**src/rtl/joy_serial_tx_if.sv**
```systemverilog
// joy_serial_tx_if
//   Three-wire joystick shift-register link between a reader (master) and
//   the adapter-side transmitter (slave).
//
//   joy_clk  : shift clock, driven by the reader
//   joy_load : parallel load, driven by the reader, low = load
//   joy_data : serial data, driven by the transmitter
//
// Link semantics: there is no valid/ready pair on this link. The reader owns
// both timing wires and the transmitter only follows them. While joy_load is
// low the transmitter keeps re-capturing its parallel words. Releasing
// joy_load freezes the word. Each falling joy_clk edge afterwards advances
// joy_data by one bit, and the reader samples joy_data on the rising edge.
interface joy_serial_tx_if;
    logic joy_clk;
    logic joy_load;
    logic joy_data;

    modport master (output joy_clk, output joy_load, input joy_data);
    modport slave  (input joy_clk, input joy_load, output joy_data);
endinterface

```
**src/rtl/joy_serial_tx.sv**
```systemverilog
// joy_serial_tx
//   Adapter-side transmitter for the two-player joystick shift-register link.
//   It emulates the parallel-in/serial-out register chain: the reader pulses
//   joy_load low, releases it, then clocks out PAD_BITS filler ones followed
//   by a 24-bit payload on falling joy_clk edges.
//
// Ports
//   clk, reset_n : system clock, synchronous active-low reset
//   joy1, joy2   : 12-bit active-low player words
//   link         : joy_clk / joy_load in, registered joy_data out
//   frame_done   : one-clk pulse after the last payload bit was shifted past
//   short_frame  : one-clk pulse when a load interrupts a frame in progress
//   dbg_state    : current FSM state (0 idle, 1 load, 2 shift, 3 done)
module joy_serial_tx #(
    parameter int PAD_BITS   = 1,
    parameter int FRAME_BITS = 24
) (
    input  logic              clk,
    input  logic              reset_n,
    input  logic [11:0]       joy1,
    input  logic [11:0]       joy2,
    joy_serial_tx_if.slave    link,
    output logic              frame_done,
    output logic              short_frame,
    output logic [1:0]        dbg_state
);

    localparam int SR_W = PAD_BITS + FRAME_BITS;
    localparam logic [4:0] CNT_MAX = 5'(SR_W);

    typedef enum logic [1:0] {
        ST_IDLE  = 2'd0,
        ST_LOAD  = 2'd1,
        ST_SHIFT = 2'd2,
        ST_DONE  = 2'd3
    } state_t;

    state_t            state_q, state_d;
    logic [SR_W-1:0]   sr_q, sr_d;
    logic [4:0]        cnt_q, cnt_d;
    logic [2:0]        clk_sync_q, clk_sync_d;
    logic [2:0]        ld_sync_q, ld_sync_d;
    logic              joy_data_q, joy_data_d;
    logic              frame_done_q, frame_done_d;
    logic              short_frame_q, short_frame_d;

    logic [23:0]       frame_word;
    logic [SR_W-1:0]   load_word;
    logic              clk_fall;
    logic              load_fall;
    logic              load_rise;
    logic              load_low;

    // Payload bit 0 is the first bit out after the pad; the MSB here is bit 23.
    assign frame_word = {joy1[7], joy1[9], joy1[11], joy1[10],
                         joy2[7], joy2[9], joy2[11], joy2[10],
                         joy2[0], joy2[1], joy2[2], joy2[3],
                         joy2[4], joy2[5], joy2[6], joy2[8],
                         joy1[0], joy1[1], joy1[2], joy1[3],
                         joy1[4], joy1[5], joy1[6], joy1[8]};

    // Pad ones sit at the output end so they leave first.
    assign load_word = {frame_word, {PAD_BITS{1'b1}}};

    // Bit [1] is the synchronized level; bit [2] is its previous value.
    assign clk_fall  = clk_sync_q[2] & ~clk_sync_q[1];
    assign load_fall = ld_sync_q[2]  & ~ld_sync_q[1];
    assign load_rise = ~ld_sync_q[2] &  ld_sync_q[1];
    assign load_low  = ~ld_sync_q[1];

    always_comb begin
        clk_sync_d    = {clk_sync_q[1:0], link.joy_clk};
        ld_sync_d     = {ld_sync_q[1:0], link.joy_load};
        state_d       = state_q;
        sr_d          = sr_q;
        cnt_d         = cnt_q;
        frame_done_d  = 1'b0;
        short_frame_d = 1'b0;

        case (state_q)
            ST_IDLE: begin
                if (load_low) begin
                    state_d = ST_LOAD;
                    sr_d    = load_word;
                    cnt_d   = 5'd0;
                end
            end
            ST_LOAD: begin
                // Keep tracking the live words until release; the word taken
                // on the last load cycle is the one that gets shifted.
                if (load_rise) begin
                    state_d = ST_SHIFT;
                end else begin
                    sr_d  = load_word;
                    cnt_d = 5'd0;
                end
            end
            ST_SHIFT: begin
                // A new load wins over a coincident shift.
                if (load_fall) begin
                    state_d       = ST_LOAD;
                    sr_d          = load_word;
                    cnt_d         = 5'd0;
                    short_frame_d = 1'b1;
                end else if (clk_fall) begin
                    sr_d  = {1'b1, sr_q[SR_W-1:1]};
                    cnt_d = (cnt_q == CNT_MAX) ? cnt_q : cnt_q + 5'd1;
                    if (cnt_q == CNT_MAX - 5'd1) begin
                        state_d      = ST_DONE;
                        frame_done_d = 1'b1;
                    end
                end
            end
            ST_DONE: begin
                if (load_fall) begin
                    state_d = ST_LOAD;
                    sr_d    = load_word;
                    cnt_d   = 5'd0;
                end
            end
            default: begin
                state_d = ST_IDLE;
            end
        endcase

        // Output is registered from next-state values so it moves together
        // with the shift register.
        joy_data_d = ((state_d == ST_LOAD) || (state_d == ST_SHIFT)) ? sr_d[0] : 1'b1;
    end

    always_ff @(posedge clk) begin
        if (!reset_n) begin
            state_q       <= ST_IDLE;
            sr_q          <= '1;
            cnt_q         <= 5'd0;
            clk_sync_q    <= 3'b111;
            ld_sync_q     <= 3'b111;
            joy_data_q    <= 1'b1;
            frame_done_q  <= 1'b0;
            short_frame_q <= 1'b0;
        end else begin
            state_q       <= state_d;
            sr_q          <= sr_d;
            cnt_q         <= cnt_d;
            clk_sync_q    <= clk_sync_d;
            ld_sync_q     <= ld_sync_d;
            joy_data_q    <= joy_data_d;
            frame_done_q  <= frame_done_d;
            short_frame_q <= short_frame_d;
        end
    end

    assign link.joy_data = joy_data_q;
    assign frame_done    = frame_done_q;
    assign short_frame   = short_frame_q;
    assign dbg_state     = state_q;

endmodule

```
**src/flat_wrapper.sv**
```systemverilog
// flat-port wrapper written by rule: the top's interface ports become plain ports
module joy_serial_tx_flat 
#(
    parameter int PAD_BITS   = 1,
    parameter int FRAME_BITS = 24
)
  (clk, reset_n, joy1, joy2, frame_done, short_frame, dbg_state, link_joy_clk, link_joy_load, link_joy_data);
  joy_serial_tx_if link_i ();
  input  logic clk;
  input  logic reset_n;
  input  logic [11:0] joy1;
  input  logic [11:0] joy2;
  output logic frame_done;
  output logic short_frame;
  output logic [1:0] dbg_state;
  input wire logic [$bits(link_i.joy_clk)-1:0] link_joy_clk;
  input wire logic [$bits(link_i.joy_load)-1:0] link_joy_load;
  output wire logic [$bits(link_i.joy_data)-1:0] link_joy_data;
  assign link_i.joy_clk = link_joy_clk;
  assign link_i.joy_load = link_joy_load;
  assign link_joy_data = link_i.joy_data;
  joy_serial_tx #(.PAD_BITS(PAD_BITS), .FRAME_BITS(FRAME_BITS)) u_core (.clk(clk), .reset_n(reset_n), .joy1(joy1), .joy2(joy2), .link(link_i), .frame_done(frame_done), .short_frame(short_frame), .dbg_state(dbg_state));
endmodule
```
**config.mk**
```make
export PLATFORM = sky130hd
export DESIGN_NAME = joy_serial_tx_flat
export DESIGN_NICKNAME = d
export VERILOG_FILES = /design/src/rtl/joy_serial_tx_if.sv /design/src/rtl/joy_serial_tx.sv /design/src/flat_wrapper.sv
export SDC_FILE = /design/constraint.sdc
export NUM_CORES = 1
export LEC_CHECK = 0
export CAP_MARGIN = 30
export CORE_MARGIN = 4
export CORE_UTILIZATION = 53
export CTS_BUF_LIST = sky130_fd_sc_hd__clkbuf_4 sky130_fd_sc_hd__clkbuf_8
export CTS_CLUSTER_DIAMETER = 100
export DETAILED_ROUTE_END_ITERATION = 7
export GPL_TIMING_DRIVEN = 0
export PLACE_DENSITY = 0.81
export SYNTH_ARGS = -nofsm -noshare
export SYNTH_HDL_FRONTEND = slang
export SYNTH_SLANG_ARGS = --single-unit
```
**constraint.sdc**
```tcl
create_clock -name clk -period 1.75 [get_ports clk]
set_clock_uncertainty 0.1 [all_clocks]
set_input_delay 0.35 -clock clk [delete_from_list [all_inputs] [get_ports clk]]
set_output_delay 0.35 -clock clk [all_outputs]
set_load 0.005 [all_outputs]
```
Word-level counts from Yosys, hierarchy flattened

Cells that the tools add are included.

Flip-flop bits (word level): 41
Bits of input ports: 28
Output and inout bits: 5
Logic and storage cells: 60

Add/sub/neg operators: 1
Eq/ne operators: 12
Mux-type cells: 22
Bitwise operators: 9
Reduce and logical (&&, ||, !) cells: 7

Operator list:

| kind                                                                     | number |
|---|---|
| 25-bit two-way mux                                                       | 5 |
| 25-bit case mux with 4 select lines                                      | 1 |
| 5-bit two-way mux                                                        | 6 |
| 5-bit case mux with 4 select lines                                       | 1 |
| 2-bit two-way mux                                                        | 6 |
| 5-bit == test (second input constant)                                    | 2 |
| 2-bit case mux with 4 select lines                                       | 1 |
| 2-bit == test (second input constant)                                    | 3 |
| 1-bit inverter                                                           | 6 |
| 5-bit by 1-bit adder with 5-bit output (second input constant)           | 1 |
| 5-bit AND reduction                                                      | 1 |
| 2-bit by 1-bit == test with 1-bit output (second input constant)         | 2 |
| 2-bit inequality test (second input constant)                            | 2 |
| 2-bit AND reduction                                                      | 2 |
| 4-bit AND reduction                                                      | 1 |
| 4-bit OR reduction                                                       | 1 |
| 1-bit AND                                                                | 3 |
| 3-bit by 1-bit inequality test with 1-bit output (second input constant) | 1 |
| 3-bit by 2-bit inequality test with 1-bit output (second input constant) | 1 |
| 2-bit zero test                                                          | 1 |
| 1-bit two-way mux                                                        | 2 |
| 2-bit by 1-bit inequality test with 1-bit output (second input constant) | 1 |
| 1-bit logical OR                                                         | 1 |

Longest topological paths before layout

Word-level depth: 8
Gate-level depth with buffers: 8
Depth with buffers taken out: 6

Least setup slack after synthesis

Ideal clock, no wire load.

Kind: reg2reg
Start: reg u_core.state_q[1] (netlist: u_core.dbg_state[1])
End: reg u_core.cnt_q[3]
Library setup time: 80 ps
Arrival time: 1,459 ps
Required time: 1,570 ps
Slack: 111 ps
Cell stages (with the launch flop): 7
Path buffers: 2
Period minus slack after synthesis: 1,639 ps
Cell sequence: dfxtp_1 -> buf_2 -> nand2b_4 -> buf_6 -> o221a_4 -> or3_1 -> a211oi_2

Cells in the longest elaborated chain, start to end: 3
Elaborated cells on any way between the ends: 11
Classes of those cells: 8 x eq/ne; 1 x mux; 2 x reduce/logical

Ends and longest elaborated chain:

| element                                                                                  | line                 | RTL |
|---|---|---|
| start: declaration                                                                       | joy_serial_tx.sv:38  | `state_t state_q, state_d;` |
| start signal: assignment                                                                 | joy_serial_tx.sv:142 | `state_q <= state_d;` |
| 2-bit == test, or another cell as far along                                              | joy_serial_tx.sv:80  | `case (state_q)` |
| 3-bit by 1-bit inequality test with 1-bit output (no line), or another cell as far along | -                    |  |
| 5-bit AND reduction (no line)                                                            | -                    |  |
| end signal: assignment                                                                   | joy_serial_tx.sv:144 | `cnt_q <= cnt_d;` |
| end: declaration                                                                         | joy_serial_tx.sv:40  | `logic [4:0] cnt_q, cnt_d;` |

Parallel ways exist; a longest one is shown, timed or not.
A chain may end at the register's enable or synchronous reset.

Worst setup path after layout

Start: reg u_core.state_q[0] (netlist: u_core.dbg_state[0])
End: reg u_core.cnt_q[3]

Same word-level chain as after synthesis.

==> reports/qor.yml <==
yosys:
  yosysWarnings: 0
  synth_mux_area_share_pct: 0
  yosysTopAreaCellShare_pct: 47.7
  yosys.area.top_type: "dfxtp_1"
  synth_cells: 190
  avgSynthCellArea_um2: 9.06
  netlist_area_um2: 1720
  synthXorXnorAreaFrac_pct: 0
  yosysSeqAreaShare_pct: 47.7
  syn-num-nets: 221
  synthSimpleGateAreaFrac_pct: 23.7
  synth.distinct_cells: 35
  synth_top_family_by_area: "simple AND/OR/NAND/NOR gates"
  synthTopCellsByArea: "dfxtp_1 (48%), a221oi_1 (12%), nand2_1 (11%)"
  synthAdderAreaFrac_pct: 2.18
  synth_compound_area_share_pct: 21.1
  ys_ff_latch: 41
clock_network:
  cts.clk_slew.worst_paths_ns: 0.11
  clockBufferDepth: 2
  h-tree-depth: 2
  clkLatencyLatePin_ns: 0.34
  root_buffer: "clkbuf_4"
  numCtsBuffers: 5
  cts_tree: "done"
  cts_sinks: 41
routing:
  viasPerCell: 5.51
  drc: 0
  vias: 1521
  detail-route-antenna-nets: 0
  first_pass_iters: 4
  dr.max_layer_used: "met4"
  wl_met1_mm: 1.74
  routed-wl-met3_um: 179
  routed_wl_mm: 3.85
  routedWlPerCell_um: 13.9
  dr_wl_met2_mm: 1.88
  drt-initial-drc-count: 164
setup_path:
  path_class: "reg -> reg"
  worstPathArrival_ns: 1.85
  path_common_cell: "buf_6"
  cp-start-kind: "register"
  cp_slowest_stage_delay_ns: 0.37
  critPathRequiredTime_ns: 1.92
  end_kind: "register"
  crit_fanout: 9
  cp_top_family: "simple AND/OR/NAND/NOR gates"
  worst_path_max_delay_cell: "or3_4"
  cp_num_buf_inv: 2
  crit_chain: "buf_6, nand2b_4, buf_6, o221a_4, or3_4, a211oi_2"
sta:
  rsz0062_at_grt: "no"
  slew_viol_final: 0
  clock.fmax_mhz: 595
  final_hold_viol_count: 0
  timing.final.crit_share_pct: 96.0
  period_minus_slack_ns: 1.68
  relSlewSlack_pct: 66.0
  setup_viol: 0
  tightest_slew_ns: 0.510
  hold_slack_ns: 0.328
  layout_setup_ws_ns: 0.0692
power:
  pwr-share-comb_pct: 13.9
  swShare_pct: 24.3
  irDropWorstVdd_uv: 539
  p_int_uw: 1330
  pwr-share-seq_pct: 58.3
  pwr-share-clk_pct: 27.7
  power_uw: 1760
  leakagePower_uw: 0.000923
  switchingPower_uw: 427
  p_per_area_nw_per_um2: 789
place:
  dp_hpwl_mm: 2.83
  io_buffers: 32
  dpl.cell_count: 266
  gp_congestion: 0.767
  dp_slack_ns: -0.112
  placed_area_um2: 2100
global_routing:
  grt_first_pass_wirelength_mm: 6.51
  grt_pass1_vias: 1457
  grt_use_total_pct: 19.4
  antenna_found_initial: 0
  grt_max_degree: 12
  overflow: 0
final_layout:
  syn2layout_area_growth_pct: 29.2
  drive_gt1_share_pct: 14.7
  seq_area_um2: 825
  num_antenna_cells: 0
  final_cells: 276
  nNetsFinal: 262
  multi_input_area_um2: 841
  fill_cells: 253
  fin_area_um2: 2220
floorplan:
  die_area_um2: 4220
  start_util_pct: 55.9
  rows: 20
  io_pins: 33
  core_area_um2: 3080
  die-height_um: 65.0
  die_w_um: 65.0
run:
  drv_cap: 0
worst_hold_path:
  hold_path_class: "reg -> reg"
outcome:
  status: "finished, final reports clean"
per-layer routing:
layer  vias up  GRT usage [%]
met5         -              0
met4         0           6.60
met3         8           4.68
met2        34           31.0
met1       712           25.5
li1        767              -
flip-flops by register name, indices dropped and copies added, names as in the netlist:
| register | count |
|---|---|
| u_core.ld_sync_q | 3 |
| u_core.dbg_state | 2 |
| u_core.link.joy_data | 1 |
| u_core.short_frame | 1 |
| u_core.sr_q | 25 |
| u_core.cnt_q | 5 |
| u_core.frame_done | 1 |
| u_core.clk_sync_q | 3 |
power by group through the flow:
stage	Clock [uW]	Combinational, uW	Sequential [uW]
6_report	486	245	1020
5_1_grt	544	274	1030
4_1_cts	499	237	1020
3_5_place_dp	0	234	1040
3_3_place_gp	0	225	1040
2_1_floorplan	0	140	1030
worst reg2reg max path, cell delays in order (launching register included):
cell      delay (ns)
dfxtp_2         0.34
buf_6           0.13
nand2b_4        0.13
buf_6           0.14
o221a_4         0.23
or3_4           0.37
a211oi_2        0.18
path summary, 6_finish.rpt:
path,start,to,slack [ns],depth (start not counted)
setup reg to reg,u_core.dbg_state[0]$_SDFF_PN0_,u_core.cnt_q[3]$_SDFFE_PN0P_,0.07,6
setup / recovery,u_core.dbg_state[0]$_SDFF_PN0_,u_core.cnt_q[3]$_SDFFE_PN0P_,0.07,6
hold / removal,u_core.ld_sync_q[0]$_SDFF_PN1_,u_core.ld_sync_q[1]$_SDFF_PN1_,0.33,1
hold reg to reg,u_core.ld_sync_q[0]$_SDFF_PN1_,u_core.ld_sync_q[1]$_SDFF_PN1_,0.33,1
cell type report:
type / count / area share, %
Sequential cell: 41 / 37.1
Timing Repair Buffer: 34 / 15.1
Buffer: 14 / 4.22
Tap cell: 44 / 2.47
Clock buffer: 8 / 2.70
Multi-Input combinational cell: 131 / 37.8
Inverter: 4 / 0.675
synthesized netlist by cell type:
cell type  number
a211oi_1        1
a211oi_2        1
a21boi_1        1
a21oi_1         6
a221oi_1       23
a2bb2oi_1       1
a31oi_1         1
and3_1          2
and4b_1         1
buf_2           8
buf_6           2
clkbuf_1        4
dfxtp_1        41
ha_1            3
inv_1           4
nand2_1        51
nand2b_1        9
nand2b_4        1
nand3_1         2
nand3b_1        1
nand4b_1        2
nor2_1          4
nor2b_1         2
nor2b_2         1
nor3_1          4
nor3_4          1
o21ai_0         1
o21ai_1         3
o21bai_1        1
o221a_4         1
o221ai_1        1
o31ai_1         2
o32ai_1         2
or3_1           1
or4b_1          1
timing repair:
| item | in CTS | in global routing |
|---|---|---|
| endpoints found under the setup margin | 20 | 25 |
| pin swaps | 1 | 1 |
| hold buffers | 0 | 0 |
| setup buffers | 2 | 0 |
| endpoints found under the hold margin | 0 | 0 |
| gates resized for setup | 3 | 15 |
layout by cell type, fill, tap and decap left out, types with 2 or more instances in the layout:
master,n
a21oi_1,6
a221oi_1,21
a221oi_2,2
and3_1,2
buf_2,3
buf_4,4
buf_6,3
clkbuf_1,4
clkbuf_4,10
clkdlybuf4s50_1,32
dfxtp_1,38
dfxtp_2,3
ha_1,3
inv_1,4
nand2_1,51
nand2b_1,8
nand3_1,2
nand4b_1,2
nor2_1,4
nor2b_1,2
nor3_1,4
o21ai_1,2
o31ai_1,2
o32ai_1,2
kinds of logic (layout without fill, tap and decap cells):
family,Yosys count,in the layout
adders and majority gates,3,3
buffers and inverters,18,60
AOI/OAI and AO/OA,45,45
and+or+nand+nor,83,83
DFF,41,41
through the flow:
step	util (%)	TNS, ns
5_1_grt	72.3	0
2_1_floorplan	-	0
3_5_place_dp	68.1	-1.06
6_report	72.3	0
3_3_place_gp	68.1	-0.178
4_1_cts	70.9	0
Power figures use the tool's default switching activity.
